===== src/rtl/if_fetch_unit_if.sv =====
// Instruction-memory request/response bus between the fetch unit (master)
// and the instruction memory (slave).
interface if_fetch_unit_if;
  logic        MemReq_o;
  logic [31:0] MemAddr_o;
  logic        MemAck_i;
  logic [31:0] MemData_i;

  modport master (
    output MemReq_o,
    output MemAddr_o,
    input  MemAck_i,
    input  MemData_i
  );

  modport slave (
    input  MemReq_o,
    input  MemAddr_o,
    output MemAck_i,
    output MemData_i
  );
endinterface


===== src/rtl/if_fetch_unit.sv =====
// Instruction fetch stage: one outstanding request, stall via HOLD,
// redirect during an outstanding request via DROP (response discarded).
module if_fetch_unit #(
  parameter logic [31:0] RESET_PC = 32'h0000_0000
) (
  input  logic                   clk_i,
  input  logic                   rst_i,
  input  logic                   HD_i,
  input  logic                   Branch_i,
  input  logic [31:0]            BranchAddr_i,
  if_fetch_unit_if.master        mem,
  output logic [31:0]            PC_o,
  output logic [31:0]            ReadData_o,
  output logic                   Valid_o
);

  localparam logic [1:0] ST_FETCH = 2'd0;
  localparam logic [1:0] ST_HOLD  = 2'd1;
  localparam logic [1:0] ST_DROP  = 2'd2;

  logic [1:0]  state_q, state_d;
  logic [31:0] pc_q, pc_d;
  logic [31:0] req_addr_q, req_addr_d;
  logic [31:0] hold_data_q, hold_data_d;
  logic [31:0] hold_pc_q, hold_pc_d;

  logic [31:0] req_plus4;
  logic        req_c;
  logic        valid_c;
  logic [31:0] rdata_c;
  logic [31:0] pc_out_c;

  assign req_plus4 = req_addr_q + 32'd4;

  always_comb begin
    state_d     = state_q;
    pc_d        = pc_q;
    req_addr_d  = req_addr_q;
    hold_data_d = hold_data_q;
    hold_pc_d   = hold_pc_q;
    req_c       = 1'b0;
    valid_c     = 1'b0;
    rdata_c     = 32'h0;
    pc_out_c    = 32'h0;

    case (state_q)
      ST_FETCH: begin
        req_c = 1'b1;
        if (Branch_i) begin
          pc_d = BranchAddr_i;
          if (mem.MemAck_i) begin
            req_addr_d = BranchAddr_i;
          end else begin
            // Request must stay on the bus until acked; its data is then junk.
            state_d = ST_DROP;
          end
        end else if (mem.MemAck_i) begin
          valid_c  = 1'b1;
          rdata_c  = mem.MemData_i;
          pc_out_c = req_plus4;
          if (HD_i) begin
            hold_data_d = mem.MemData_i;
            hold_pc_d   = req_plus4;
            state_d     = ST_HOLD;
          end else begin
            pc_d       = req_plus4;
            req_addr_d = req_plus4;
          end
        end
      end

      ST_HOLD: begin
        if (Branch_i) begin
          pc_d       = BranchAddr_i;
          req_addr_d = BranchAddr_i;
          state_d    = ST_FETCH;
        end else begin
          valid_c  = 1'b1;
          rdata_c  = hold_data_q;
          pc_out_c = hold_pc_q;
          if (!HD_i) begin
            pc_d       = hold_pc_q;
            req_addr_d = hold_pc_q;
            state_d    = ST_FETCH;
          end
        end
      end

      ST_DROP: begin
        req_c = 1'b1;
        if (Branch_i) begin
          pc_d = BranchAddr_i;
        end
        if (mem.MemAck_i) begin
          req_addr_d = Branch_i ? BranchAddr_i : pc_q;
          state_d    = ST_FETCH;
        end
      end

      default: begin
        state_d    = ST_FETCH;
        pc_d       = RESET_PC;
        req_addr_d = RESET_PC;
      end
    endcase
  end

  always_ff @(posedge clk_i or posedge rst_i) begin
    if (rst_i) begin
      state_q     <= ST_FETCH;
      pc_q        <= RESET_PC;
      req_addr_q  <= RESET_PC;
      hold_data_q <= 32'h0;
      hold_pc_q   <= 32'h0;
    end else begin
      state_q     <= state_d;
      pc_q        <= pc_d;
      req_addr_q  <= req_addr_d;
      hold_data_q <= hold_data_d;
      hold_pc_q   <= hold_pc_d;
    end
  end

  // Outputs are forced quiet while reset is held so an in-flight request is abandoned at once.
  assign mem.MemReq_o  = req_c & ~rst_i;
  assign mem.MemAddr_o = rst_i ? RESET_PC : req_addr_q;
  assign Valid_o       = valid_c & ~rst_i;
  assign ReadData_o    = rst_i ? 32'h0 : rdata_c;
  assign PC_o          = rst_i ? 32'h0 : pc_out_c;

endmodule


===== src/flat_wrapper.sv =====
// flat-port wrapper written by rule: the top's interface ports become plain ports
module if_fetch_unit_flat 
#(
  parameter logic [31:0] RESET_PC = 32'h0000_0000
)
  (clk_i, rst_i, HD_i, Branch_i, BranchAddr_i, PC_o, ReadData_o, Valid_o, mem_MemReq_o, mem_MemAddr_o, mem_MemAck_i, mem_MemData_i);
  if_fetch_unit_if mem_i ();
  input  logic clk_i;
  input  logic rst_i;
  input  logic HD_i;
  input  logic Branch_i;
  input  logic [31:0] BranchAddr_i;
  output logic [31:0] PC_o;
  output logic [31:0] ReadData_o;
  output logic Valid_o;
  output wire logic [$bits(mem_i.MemReq_o)-1:0] mem_MemReq_o;
  output wire logic [$bits(mem_i.MemAddr_o)-1:0] mem_MemAddr_o;
  input wire logic [$bits(mem_i.MemAck_i)-1:0] mem_MemAck_i;
  input wire logic [$bits(mem_i.MemData_i)-1:0] mem_MemData_i;
  assign mem_MemReq_o = mem_i.MemReq_o;
  assign mem_MemAddr_o = mem_i.MemAddr_o;
  assign mem_i.MemAck_i = mem_MemAck_i;
  assign mem_i.MemData_i = mem_MemData_i;
  if_fetch_unit #(.RESET_PC(RESET_PC)) u_core (.clk_i(clk_i), .rst_i(rst_i), .HD_i(HD_i), .Branch_i(Branch_i), .BranchAddr_i(BranchAddr_i), .mem(mem_i), .PC_o(PC_o), .ReadData_o(ReadData_o), .Valid_o(Valid_o));
endmodule

===== config.mk =====
export PLATFORM = sky130hd
export DESIGN_NAME = if_fetch_unit_flat
export DESIGN_NICKNAME = d
export VERILOG_FILES = /design/src/rtl/if_fetch_unit_if.sv /design/src/rtl/if_fetch_unit.sv /design/src/flat_wrapper.sv
export SDC_FILE = /design/constraint.sdc
export NUM_CORES = 1
export LEC_CHECK = 0
export CAP_MARGIN = 10
export CORE_MARGIN = 3
export CORE_UTILIZATION = 44
export CTS_BUF_LIST = sky130_fd_sc_hd__clkbuf_4 sky130_fd_sc_hd__clkbuf_8
export CTS_CLUSTER_SIZE = 14
export DETAILED_ROUTE_END_ITERATION = 8
export PLACE_DENSITY = 0.81
export SYNTH_ARGS = -nofsm -noshare
export SYNTH_HDL_FRONTEND = slang
export SYNTH_SLANG_ARGS = --single-unit

===== constraint.sdc =====
create_clock -name clk_i -period 11.4 [get_ports clk_i]
set_clock_uncertainty 0.15 [all_clocks]
set_input_delay 2.28 -clock clk_i [delete_from_list [all_inputs] [get_ports clk_i]]
set_output_delay 2.28 -clock clk_i [all_outputs]
set_load 0.005 [all_outputs]

==> results of run 1 <==
[registers in the layout, summed over array words and instances, names as in the netlist]
register	cells
u_core.hold_data_q	32
u_core.req_addr_q	32
u_core.state_q	2
u_core.pc_q	32
u_core.hold_pc_q	32
[final cells by class]
cell class	instances	area (um2)	share of cell area (%)
Sequential cell	130	3253	33.24
Multi-Input combinational cell	659	4084	41.73
Clock inverter	10	108.9	1.112
Clock buffer	21	276.5	2.826
Inverter	11	43.79	0.4475
Timing Repair Buffer	177	1744	17.82
Tap cell	220	275.3	2.813
[report_power, final]
group / switching, mW / internal, mW
logic: 0.182 / 0.189
clock network: 0.182 / 0.208
registers: 0.104 / 0.573
[per-layer routing]
metal	global-route usage, %	wire [um]	vias up
met1	33.36	9996	3558
met4	10.76	732	0
met5	0	0	-
met3	4.894	1547	51
li1	-	-	3367
met2	40.05	11530	314
[cells by family after synthesis]
family	Yosys count	synth area share, %
buffers and inverters	90	4.501
multiplexers	72	10.33
flip-flops	130	42.55
AO/OA/AOI/OAI	240	19.98
XOR/XNOR	25	2.864
adder cells (fa/ha/maj)	1	0.1636
AND/OR/NAND/NOR	321	19.61
[cells in the final DEF, fill, tap and decap left out, types with 8 or more instances in the layout]
| cell | count |
|---|---|
| clkdlybuf4s50_1 | 166 |
| dfrtp_1 | 130 |
| nand2_1 | 104 |
| nor2_1 | 102 |
| o21ai_0 | 76 |
| mux2_2 | 55 |
| a21oi_1 | 53 |
| a22oi_1 | 43 |
| nor2b_1 | 27 |
| nand3_1 | 23 |
| a221oi_1 | 22 |
| clkbuf_8 | 19 |
| mux2i_1 | 17 |
| nand4_1 | 16 |
| xnor2_1 | 14 |
| xor2_1 | 11 |
| buf_4 | 11 |
| inv_1 | 10 |
| or3_1 | 8 |
[worst min-delay path: cells and delay by family (launching register included)]
family,cells,cell delay [ns]
AND/OR/NAND/NOR,2,0.11
flip-flops,1,0.34
[through the flow]
step / hold slack, ns / power [mW] / setup WS [ns] / instance area [um2] / cells
after detailed placement: 0.3214 / 1.049 / 3.686 / 9400 / 1197
final: 0.3339 / 1.438 / 3.749 / 9786 / 1228
after floorplan: 0.2885 / 0.8968 / 2.736 / 7645 / 879
after CTS: 0.3385 / 1.441 / 3.667 / 9786 / 1228
after global routing: 0.3678 / 1.516 / 3.466 / 9786 / 1228
after global placement: 0.3011 / 1.030 / 3.757 / 9400 / 1197
[worst paths after layout]
check / startpoint / to / slack, ns / cells after the start
max: rst_i / PC_o[27] / 3.75 / 7
min: u_core.pc_q[1] / u_core.pc_q[1] / 0.33 / 2
max reg2reg: u_core.state_q[1] / u_core.hold_data_q[3] / 7.98 / 4
min reg2reg: u_core.pc_q[1] / u_core.pc_q[1] / 0.33 / 2
max in group asynchronous: rst_i / u_core.req_addr_q[11] / 7.26 / 4
min in group asynchronous: rst_i / u_core.hold_data_q[22] / 2.53 / 3
==> impl_results.md, run 1 <==
- Initial antenna violation count: 0
- Die extent in x: 137.8 um
- Routability cong.: 0.8520
- Final wirelength: 23.81 mm
- Crit-path cells: clkdlybuf4s50_1, buf_4, inv_4, and3_1, nand2_1, o21ai_0, clkdlybuf4s50_1
- Final Cycle Share: about two thirds
- Gr usage total: 25.11%
- Yosys reg bits: 130
- Critical path capture point type: output pin
- Sink Count: 130
- TNS Setup: 0 ns
- CTS Buf Count: 17
- Top cells by count, synth: dfrtp_1 (130), nand2_1 (105), nor2_1 (102)
- N_diodes: 0
- Final ANT Viol Nets: 0
- Top cell by count, worst path: clkdlybuf4s50_1
- Final slew viol count: 0
- Final hold violations: 0
- Worst slew margin: about 16%
- CTS resizes: 0
- Routed vias/inst: 5.936
- Post-layout util: 58.18%
- Total of max-cap violations: 0
- Die H: 137.8 um
- Seq/Total Area, Yosys: 42.55%
- Mapped Area: 0.007645 mm2
- HP Class: reg -> reg
- Port Buffers: 166
- Post-synth EDFFs: 0
- Post-synth top area share: between 40% and 50%
- Yosys top cell by area: dfrtp_1
- Layout cell share with drive strength beyond 1: 11.51%
- FILL cells: 1513
- Clk root buf: clkbuf_8
- Yosys cell types: 50
- Drt drc: 0
- Crit path max-delay family: buffers and inverters
- CTS H-tree depth: 4
- Asr flop ratio synth: 100.0%
- Post-Syn Nets: 949
- Peak Freq: 130.7 MHz
- LEAKAGE: between 3 and 4 nW
- CTS tree: built
- Initial Util: a little under half
- RSZ-0062 raised after global routing: no
- Drt first-iter violations: 663
- Post-Syn Instances: around 900
- Yosys warnings: 0
- 1st-pass router iterations: 6
- Worst-Skew Late Latency: ~0.45 ns
- Critical Path Start Type: input port
- First-pass GRT wire length: 37.39 mm
- Final Setup Violations: 0
- Core Region: ~0.017 mm2
- DPL Wire Length: 15.49 mm
- Outcome: finished, final reports clean
- Most common cell in the netlist: dfrtp_1
- Via count: 7290
- Number of global-route vias before repair: just over 7000
- WL/cell: 19.39 um
- CP Buf/Inv Count: 4
- Top cells by area, synth: dfrtp_1 (43%), mux2_2 (8.1%), nand2_1 (5.2%)
- DIE AREA: 0.01899 mm2
- Pin slew with the least headroom to its limit: ~1.3 ns
- # nets final: 1066
- Top Ports: roughly 170
- Clk buf depth: 2
- Peak VDD IR: 80.67 uV
- Crit path DAT: 5.22 ns
- Largest net degree at the start of global routing: 87
- Floorplan row count: 47
- Pwr Density: 147.0 mW/mm2
- Overflow after GRT: 0
- Worst EP required: 8.97 ns
- Clk slew on worst S/H paths: 0.07 ns
- Post-CTS Setup Bufs: 0
- Syn-to-layout area delta: 28.00%
- Max Fanout on Critical Path: 75
- Cts hold-fix bufs: 0
- Clock period minus final worst setup slack: 7.651 ns
- Avg Cell Area, Syn: 8.697 um2
- CP Class: in -> out
- Worst path slowest cell: and3_1
- CP peak stage delay: 0.75 ns
- Most used flip-flop cell after synthesis: dfrtp_1
No activity file was read; power rests on OpenSTA's default activity.
==> inputs of run 2 (changes only) <==
- clock period: 11.4 -> 7.6 ns (I/O delays scaled with it)
==> impl_results.md, run 2 (synthesized netlist as in run 1, its figures left out) <==
- DIE AREA: 0.01899 mm2 (unchanged)
- CP Class: in -> out (unchanged)
- Peak VDD IR: 141.6 uV (was 80.67 uV)
- TNS Setup: 0 ns (unchanged)
- 1st-pass router iterations: 6 (unchanged)
- WHS: 0.3223 ns (was 0.3339 ns)
- Largest net degree at the start of global routing: 87 (unchanged)
- # nets final: 1070 (was 1066)
- Final ANT Viol Nets: 0 (unchanged)
- Final Cycle Share: roughly 82%
- Initial Util: 45.45% (unchanged)
- Port Buffers: 166 (unchanged)
- Worst-Skew Late Latency: 0.44 ns (was 0.45 ns)
- Clk root buf: clkbuf_8 (unchanged)
- Syn-to-layout area delta: 28.36% (was 28.00%)
- Initial antenna violation count: 0 (unchanged)
- Floorplan row count: 47 (unchanged)
- Outcome: finished, final reports clean (unchanged)
- LEAKAGE: 3.905 nW (was 3.878 nW)
- DPL Wire Length: 15.77 mm (was 15.49 mm)
- Gr usage total: 25.53% (was 25.11%)
- Final non-filler cell area: 0.009813 mm2 (was 0.009786 mm2)
- Routability cong.: 0.8579 (was 0.8520)
- Routed vias/inst: 5.953 (was 5.936)
- Cell area after placement: 0.009430 mm2 (was 0.009400 mm2)
- Clk slew on worst S/H paths: 0.06 ns (was 0.07 ns)
- Clk buf depth: 2 (unchanged)
- Final Setup Violations: 0 (unchanged)
- Via count: 7334 (was 7290)
- Worst slew margin: 18.84% (was 16.26%)
- Post-CTS Setup Bufs: 0 (unchanged)
- Final hold violations: 0 (unchanged)
- N_diodes: 0 (unchanged)
- Final wirelength: 24.18 mm (was 23.81 mm)
- Worst EP required: 5.93 ns (was 8.97 ns)
- RSZ-0062 raised after global routing: no (unchanged)
- Core Region: 0.01682 mm2 (unchanged)
- Top Ports: 167 (unchanged)
- CTS tree: built (unchanged)
- Die extent in x: 137.8 um (unchanged)
- Total of max-cap violations: 0 (unchanged)
- Layout cell share with drive strength beyond 1: 11.86% (was 11.51%)
- Critical Path Start Type: input port (unchanged)
- WL/cell: 19.62 um (was 19.39 um)
- CTS Buf Count: 17 (unchanged)
- Overflow after GRT: 0 (unchanged)
- FILL cells: 1496 (was 1513)
- Number of global-route vias before repair: 7177 (was 7173)
- First-pass GRT wire length: 38.00 mm (was 37.39 mm)
- CTS resizes: 0 (unchanged)
- Cts hold-fix bufs: 0 (unchanged)
- Drt first-iter violations: 797 (was 663)
- Max Fanout on Critical Path: 16 (was 75)
- Most frequent cells in the layout: clkdlybuf4s50_1 (166), dfrtp_1 (130), nand2_1 (104) (unchanged)
- CTS H-tree depth: 4 (unchanged)
- HP Class: reg -> reg (unchanged)
- Clock period minus final worst setup slack: between 6 and 7 ns
- Final slew viol count: 0 (unchanged)
- Sink Count: 130 (unchanged)
- Die H: 137.8 um (unchanged)
- Pin slew with the least headroom to its limit: 1.217 ns (was 1.253 ns)
- Commonest non-fill, non-tap cell in the layout: clkdlybuf4s50_1 (unchanged)
- Peak Freq: 161.3 MHz
- Crit path DAT: 4.53 ns (was 5.22 ns)
- Drt drc: 0 (unchanged)
- Critical path capture point type: output pin (unchanged)
- Pwr Density: 219.1 mW/mm2 (was 147.0 mW/mm2)
## run 2: cell count changes in the layout (fill, tap and decap cells not counted)
cell / before / now
buf_4: 11 / 15
clkbuf_8: 19 / 22
clkbuf_4: 2 / 4
clkinvlp_4: 2 / 0
bufinv_16: 2 / 1
clkinv_2: 5 / 4
inv_6: 1 / 0
## run 2: final cells by class
cell class	instances	area, um2	share of cell area [%]
sequential	130	3253	33.15
tap	220	275.3	2.805
timing repair buffer	181	1774	18.08
inverter	11	43.79	0.4463
multi-input combinational	659	4084	41.62
clock inverter	5	50.05	0.5100
clock buffer	26	332.8	3.392
## run 2: routing by layer
metal  vias up  global-route usage (%)  wire [um]
met5         -                       0          0
met4         0                   9.550        588
met3        50                   4.018       1672
met2       330                   40.54      11630
met1      3574                   35.34      10290
li1       3380                       -          -
## run 2: critical path: stages
cell	delay (ns)
clkdlybuf4s50_1	0.72
nor2_1	0.64
and3_1	0.79
nand2_1	0.19
o21ai_0	0.13
clkdlybuf4s50_1	0.53
## run 2: report_power, final
group	leakage (nW)	internal [mW]	switching (mW)	total, mW
clock	0.206	0.313	0.266	0.579
combinational	2.13	0.284	0.268	0.552
sequential	1.57	0.860	0.159	1.02
## run 2: path summary, 6_finish.rpt
kind / from / end / depth (start not counted) / slack, ns
setup / recovery: Branch_i / PC_o[22] / 6 / 1.40
hold / removal: u_core.pc_q[0] / u_core.pc_q[0] / 2 / 0.32
setup reg to reg: u_core.state_q[1] / u_core.hold_pc_q[3] / 4 / 3.99
hold reg to reg: u_core.pc_q[0] / u_core.pc_q[0] / 2 / 0.32
max in group asynchronous: rst_i / u_core.req_addr_q[0] / 4 / 3.77
min in group asynchronous: rst_i / u_core.req_addr_q[22] / 3 / 2.10
## run 2: metrics by stage
step	cells	setup WS [ns]	power, mW	util [%]
after floorplan	879	0.4555	1.345	-
after global placement	1201	1.525	1.549	56.07
after detailed placement	1201	1.505	1.575	56.07
after CTS	1232	1.495	2.151	58.35
after global routing	1232	1.243	2.270	58.35
final	1232	1.401	2.150	58.35
